### src/rtl/ring_sweep_master.sv
// Purpose: Wishbone initiator running 2^N reset/run/stop/read ring-oscillator samples and summing the counts.
// Latency: 13+G cycles per sample with a 1-cycle-ack slave; done_o one cycle after the last sample.
// Backpressure: each transfer holds until wbm_ack_i; define RING_SWEEP_TIMEOUT_EN for an ack watchdog.
module ring_sweep_master #(
    parameter logic [31:0] SLAVE_BASE     = 32'h3000_0000,
    parameter int          CLKMUX_BITS    = 3,
    parameter int          TIMEOUT_CYCLES = 255
) (
    input  logic                   wb_clk_i,
    input  logic                   resetb,
    input  logic                   start_i,
    input  logic [15:0]            gate_cycles_i,
    input  logic [2:0]             avg_log2_i,
    input  logic [CLKMUX_BITS-1:0] clkmux_i,
    output logic                   busy_o,
    output logic                   done_o,
    output logic                   error_o,
    output logic [20:0]            sum_o,
    output logic                   wbm_cyc_o,
    output logic                   wbm_stb_o,
    output logic                   wbm_we_o,
    output logic [3:0]             wbm_sel_o,
    output logic [31:0]            wbm_adr_o,
    output logic [31:0]            wbm_dat_o,
    input  logic [31:0]            wbm_dat_i,
    input  logic                   wbm_ack_i
);

    localparam logic [2:0] S_IDLE   = 3'd0;
    localparam logic [2:0] S_W_RST  = 3'd1;
    localparam logic [2:0] S_W_RUN  = 3'd2;
    localparam logic [2:0] S_GATE   = 3'd3;
    localparam logic [2:0] S_W_STOP = 3'd4;
    localparam logic [2:0] S_RD     = 3'd5;
    localparam logic [2:0] S_NEXT   = 3'd6;
    localparam logic [2:0] S_DONE   = 3'd7;

    localparam logic [1:0] CTL_STOP = 2'd0;
    localparam logic [1:0] CTL_RST  = 2'd1;
    localparam logic [1:0] CTL_RUN  = 2'd2;

    logic [2:0]             state;
    logic                   xfer_done;
    logic [15:0]            gate_len;
    logic [15:0]            gate_cnt;
    logic [2:0]             avg_q;
    logic [CLKMUX_BITS-1:0] mux_q;
    logic [3:0]             sample_cnt;
    logic [20:0]            sum_q;
    logic                   cyc_q;
    logic                   we_q;
    logic [31:0]            adr_q;
    logic [31:0]            dat_q;

    logic                   ack_seen;
    logic                   timeout;
    logic                   last_sample;
    logic                   gate_last;
    logic                   issue;
    logic                   issue_we;
    logic [1:0]             issue_code;
    logic [CLKMUX_BITS-1:0] issue_mux;
    logic [31:0]            issue_ctl;

    assign ack_seen    = cyc_q & wbm_ack_i;
    assign last_sample = ({1'b0, sample_cnt} == ((5'd1 << avg_q) - 5'd1));
    assign gate_last   = (gate_cnt == gate_len - 16'd1);

    // A transfer is issued on the same edge that leaves IDLE/GATE/NEXT or ends the post-ack idle slot.
    always_comb begin
        issue      = 1'b0;
        issue_we   = 1'b1;
        issue_code = CTL_STOP;
        issue_mux  = mux_q;
        case (state)
            S_IDLE: begin
                issue      = start_i;
                issue_code = CTL_RST;
                issue_mux  = clkmux_i;
            end
            S_W_RST: begin
                issue      = xfer_done;
                issue_code = CTL_RUN;
            end
            S_GATE: begin
                issue      = gate_last;
                issue_code = CTL_STOP;
            end
            S_W_STOP: begin
                issue    = xfer_done;
                issue_we = 1'b0;
            end
            S_NEXT: begin
                issue      = ~last_sample;
                issue_code = CTL_RST;
            end
            default: ;
        endcase
    end

    assign issue_ctl = {{(24-CLKMUX_BITS){1'b0}}, issue_mux, 6'b0, issue_code};

    always_ff @(posedge wb_clk_i or negedge resetb) begin
        if (!resetb) begin
            state      <= S_IDLE;
            xfer_done  <= 1'b0;
            gate_len   <= '0;
            gate_cnt   <= '0;
            avg_q      <= '0;
            mux_q      <= '0;
            sample_cnt <= '0;
            sum_q      <= '0;
            cyc_q      <= 1'b0;
            we_q       <= 1'b0;
            adr_q      <= '0;
            dat_q      <= '0;
        end else begin
            if (issue) begin
                cyc_q <= 1'b1;
                we_q  <= issue_we;
                adr_q <= issue_we ? (SLAVE_BASE + 32'h4) : SLAVE_BASE;
                dat_q <= issue_we ? issue_ctl : 32'h0;
            end else if (ack_seen || timeout) begin
                cyc_q <= 1'b0;
                we_q  <= 1'b0;
                adr_q <= '0;
                dat_q <= '0;
            end

            case (state)
                S_IDLE: begin
                    if (start_i) begin
                        gate_len   <= (gate_cycles_i == 16'd0) ? 16'd1 : gate_cycles_i;
                        avg_q      <= (avg_log2_i > 3'd4) ? 3'd4 : avg_log2_i;
                        mux_q      <= clkmux_i;
                        sum_q      <= '0;
                        sample_cnt <= '0;
                        state      <= S_W_RST;
                    end
                end
                S_W_RST, S_W_RUN, S_W_STOP, S_RD: begin
                    if (timeout) begin
                        sum_q <= '0;
                        state <= S_DONE;
                    end else if (ack_seen) begin
                        xfer_done <= 1'b1;
                        if (state == S_RD)
                            sum_q <= sum_q + {4'd0, wbm_dat_i[16:0]};
                    end else if (xfer_done) begin
                        xfer_done <= 1'b0;
                        case (state)
                            S_W_RST:  state <= S_W_RUN;
                            S_W_RUN: begin
                                state    <= S_GATE;
                                gate_cnt <= '0;
                            end
                            S_W_STOP: state <= S_RD;
                            default:  state <= S_NEXT;
                        endcase
                    end
                end
                S_GATE: begin
                    gate_cnt <= gate_cnt + 16'd1;
                    if (gate_last)
                        state <= S_W_STOP;
                end
                S_NEXT: begin
                    if (last_sample) begin
                        state <= S_DONE;
                    end else begin
                        sample_cnt <= sample_cnt + 4'd1;
                        state      <= S_W_RST;
                    end
                end
                default: state <= S_IDLE;
            endcase
        end
    end

`ifdef RING_SWEEP_TIMEOUT_EN
    logic [7:0] wdog;
    logic       error_q;

    assign timeout = cyc_q & ~wbm_ack_i & (wdog == 8'(TIMEOUT_CYCLES - 1));

    always_ff @(posedge wb_clk_i or negedge resetb) begin
        if (!resetb) begin
            wdog    <= '0;
            error_q <= 1'b0;
        end else begin
            wdog <= (cyc_q & ~wbm_ack_i & ~timeout) ? wdog + 8'd1 : 8'd0;
            if (state == S_IDLE && start_i)
                error_q <= 1'b0;
            else if (timeout)
                error_q <= 1'b1;
        end
    end

    assign error_o = error_q;
`else
    logic unused_tmo;

    assign timeout    = 1'b0;
    assign error_o    = 1'b0;
    assign unused_tmo = (TIMEOUT_CYCLES == 0);
`endif

    logic unused_dat;
    assign unused_dat = ^wbm_dat_i[31:17];

    assign busy_o    = (state != S_IDLE) && (state != S_DONE);
    assign done_o    = (state == S_DONE);
    assign sum_o     = sum_q;
    assign wbm_cyc_o = cyc_q;
    assign wbm_stb_o = cyc_q;
    assign wbm_we_o  = we_q;
    assign wbm_sel_o = {4{cyc_q}};
    assign wbm_adr_o = adr_q;
    assign wbm_dat_o = dat_q;

endmodule
### config.mk
export PLATFORM = sky130hd
export DESIGN_NAME = ring_sweep_master
export DESIGN_NICKNAME = d
export VERILOG_FILES = /design/src/rtl/ring_sweep_master.sv
export SDC_FILE = /design/constraint.sdc
export NUM_CORES = 1
export LEC_CHECK = 0
export BUFFER_PORTS_ARGS = -buffer_cell sky130_fd_sc_hd__buf_2
export CAP_MARGIN = 20
export CORE_MARGIN = 2
export CORE_UTILIZATION = 45
export DETAILED_ROUTE_END_ITERATION = 7
export PLACE_DENSITY = 0.76
export SYNTH_ARGS = -nofsm -noshare
export SYNTH_HDL_FRONTEND = slang
export SYNTH_SLANG_ARGS = --single-unit
### constraint.sdc
create_clock -name wb_clk_i -period 3.1 [get_ports wb_clk_i]
set_clock_uncertainty 0.1 [all_clocks]
set_input_delay 0.62 -clock wb_clk_i [delete_from_list [all_inputs] [get_ports wb_clk_i]]
set_output_delay 0.62 -clock wb_clk_i [all_outputs]
set_load 0.02 [all_outputs]
==> metrics.cfg <==
[run_status]
outcome = finished clean

[yosys]
synth_top_area_cell = sky130_fd_sc_hd__dfrtp_1
post_synth_and_or_nand_nor_area_fraction_pct = 20.9
synth-adder-area-share_pct = 5.42
yosys.area_share.xor_xnor_pct = 6.78
proportion_of_netlist_area_held_by_the_largest_area_contributor_pct = 35.8
ys_seq_area_share_pct = 35.8
syn-instance-count = 601
muxShareOfSynthArea_pct = 0.969
synth_enable_flop_cells = 0
synth_top_area_cells = sky130_fd_sc_hd__dfrtp_1 36%, sky130_fd_sc_hd__buf_4 9.4%, sky130_fd_sc_hd__nand2_1 6.8%
compound_cell_area_share_of_the_yosys_netlist_pct = 17.6
synth_top_flop_cell = sky130_fd_sc_hd__dfrtp_1
synthesis.yosys.warnings = 0
mappedNetlistArea_sq_um = 5170
async_flop_share_pct = 100
synth_seq_cells = 74
synth_top_family_by_area = simple AND/OR/NAND/NOR gates
syn_avg_cell_area_sq_um = 8.60
yosys.cell_types.count = 61

[routing]
wl_final_um = 12200
route.vias.total = 4513
drc = 0
drt_first_pass_iters = 7
viasPerCell = 5.47
drt-wirelength-per-cell_um = 14.8
count_of_routing_violations_after_the_opening_detailed_route_iteration = 214
antenna_left = 0

[setup_path]
crit_arrival_ns = 3.10
regToRegEndpoint = wbm_dat_o[0]
path_cells = inv_1, ha_2, or4b_1, a211o_1, o211ai_1, nand4_1, nor4_4, a21boi_2, a311o_1
cpPeakStageDelay_ns = 0.53
critical_path_class = reg -> reg
rrSetupSlack_ns = 0.13
req_time_crit_path_ns = 3.22
crit_path_start_kind = flip-flop
cpLargestDelayFamily = simple AND/OR/NAND/NOR gates
register_to_register_path_depth = 9
rr_startpoint = gate_len[1]
number_of_buffer_and_inverter_instances_along_the_worst_setup_path = 1
cp_max_fo = 6
worst_setup_path_end_kind = flip-flop
critical_path.slowest_cell = sky130_fd_sc_hd__or4b_1

[global_routing]
first_global_vias = 4376
grt_start_max_net_pins = 47
antenna_found_initial = 0
first_pass_grt_wire_length_um = 20200
grt_usage_pct = 19.6
globalRouteOverflowTotal = 0

[clocking]
clock_tree_from_tritoncts = built
clock_slew_at_the_register_clock_pins_of_the_worst_setup_and_hold_paths_ns = 0.06
cts_buffer_depth = 2
tritoncts.num_buffers = 9
numClockSinks = 74
postCtsSetupBuffers = 0
clock_latency_ns = 0.34
h-tree-depth = 3
clk_root_buffer_cell = sky130_fd_sc_hd__clkbuf_16

[cells_and_area]
number_of_diodes = 0
final_cell_mix = 94 x sky130_fd_sc_hd__nand2_1, 80 x sky130_fd_sc_hd__buf_2, 74 x sky130_fd_sc_hd__dfrtp_1
area_growth_pct = 13.2
final_nets = 756
final_layout_size_suffix_gt1_share_pct = 18.8
most_frequent_standard_cell_in_the_layout_excluding_fill_and_tap_cells = sky130_fd_sc_hd__nand2_1

[pwr]
ir_drop_mv = 0.483
p_per_area_nw_per_um2 = 922
p_leak_nw = 2.88

[timing]
max_slew.worst_pin.slew_ns = 0.724
whs_ns = 0.232
hold_violations = 0
maxSlewViolCount = 0
period_needed_ns = 2.97
max_freq_mhz = 337
finalCritPeriodShare_pct = 95.8
layout_setup_ws_ns = 0.129
timing.max_slew.rel_slack_pct = 51.7
timing.final.setup_violations = 0
rsz0062_at_grt = no

[die]
start_util_pct = 45.6
die_h_um = 111
number_of_rows_created_at_floorplan = 39
placeableCoreArea_sq_um = 11300
die-area_sq_um = 12400
design.portCount = 153
die_span_x_um = 111

[placed_design]
worst_slack_at_placement_ns = -0.128
gpl.final_weighted_congestion = 0.889
port-buffer-count = 80
half_perimeter_wire_length_after_placement_um = 9110

[worst_hold_path]
hold_path.class = in -> async

[run]
max_cap_violations = 0

## through the flow
stage               total power [mW]  std cells  utilization [%]  TNS (ns)  instance area (sq um)
floorplan                       3.61        657                -         0                   5380
global placement                4.13        809             48.7    -0.195                   5520
detailed placement              4.23        809             48.7    -0.220                   5520
CTS                             5.38        825             51.5         0                   5840
global route                    5.78        825             51.7         0                   5850
finish                          5.39        825             51.7         0                   5850
## kinds of logic after synthesis
logic type / after synthesis
AO/OA/AOI/OAI: 136
XOR/XNOR: 40
adder cells (fa/ha/maj): 22
buffers and inverters: 104
flip-flops: 74
multiplexers: 5
other: 1
AND/OR/NAND/NOR: 219
## area by class of cell
type	count	area (sq um)
fillers	1054	5470
multi-input cells	479	2900
flip-flops and latches	74	1850
repair buffers	96	533
clock buffers	11	243
well taps	143	179
clock inverters	5	77.6
inverters	17	63.8
## power by group
group | internal [mW] | total (mW) | switching [mW]
sequential | 1.31 | 1.75 | 0.439
clock | 0.724 | 1.13 | 0.403
combinational | 1.06 | 2.52 | 1.46
## sequential cells by signal, summed over array words and instances (netlist names)
signal      flops
wbm_we_o        1
state           3
gate_cnt       16
wbm_adr_o       1
gate_len       16
sample_cnt      4
avg_q           3
sum_o          21
wbm_dat_o       5
mux_q           3
xfer_done       1
## how the worst max path moves through the flow
| stage | from | endpoint | slack (ns) | cells past startpoint |
|---|---|---|---|---|
| CTS | gate_len[5] | wbm_dat_o[0] | 0.13 | 6 |
| global route | gate_len[1] | wbm_dat_o[0] | 0.03 | 9 |
| floorplan | wbm_dat_i[0] | sum_o[18] | 0.19 | 9 |
| detailed placement | wbm_dat_i[0] | sum_o[20] | -0.13 | 11 |
| global placement | wbm_dat_i[0] | sum_o[18] | -0.1 | 11 |
| finish | gate_len[1] | wbm_dat_o[0] | 0.13 | 9 |
## routing by layer
metal | part of all wire (%) | global-route usage (%) | vias to the layer above
li1 | - | - | 2157
met1 | 42 | 24.1 | 2178
met2 | 50 | 33.3 | 148
met3 | 5.4 | 4.10 | 30
met4 | 2.5 | 8.48 | 0
met5 | 0 | 0 | -
## timing repair
item                       CTS  global route
gates resized for setup      0             3
setup endpoints to repair    0             3
hold buffers                 0             0
## synth_stat cells, types with 8 or more instances
cell,instances
sky130_fd_sc_hd__nor4_1,8
sky130_fd_sc_hd__nand3_1,14
sky130_fd_sc_hd__xor2_1,11
sky130_fd_sc_hd__o21ai_0,32
sky130_fd_sc_hd__buf_4,65
sky130_fd_sc_hd__or3_1,12
sky130_fd_sc_hd__xnor2_1,29
sky130_fd_sc_hd__ha_1,20
sky130_fd_sc_hd__nor3_1,18
sky130_fd_sc_hd__o31ai_1,9
sky130_fd_sc_hd__a22o_1,14
sky130_fd_sc_hd__a21oi_1,30
sky130_fd_sc_hd__nor2_1,23
sky130_fd_sc_hd__nand2_1,94
sky130_fd_sc_hd__nand4_1,15
sky130_fd_sc_hd__inv_1,16
sky130_fd_sc_hd__dfrtp_1,74
sky130_fd_sc_hd__clkbuf_1,19
Note: power is estimated with default switching activity, not from simulation.
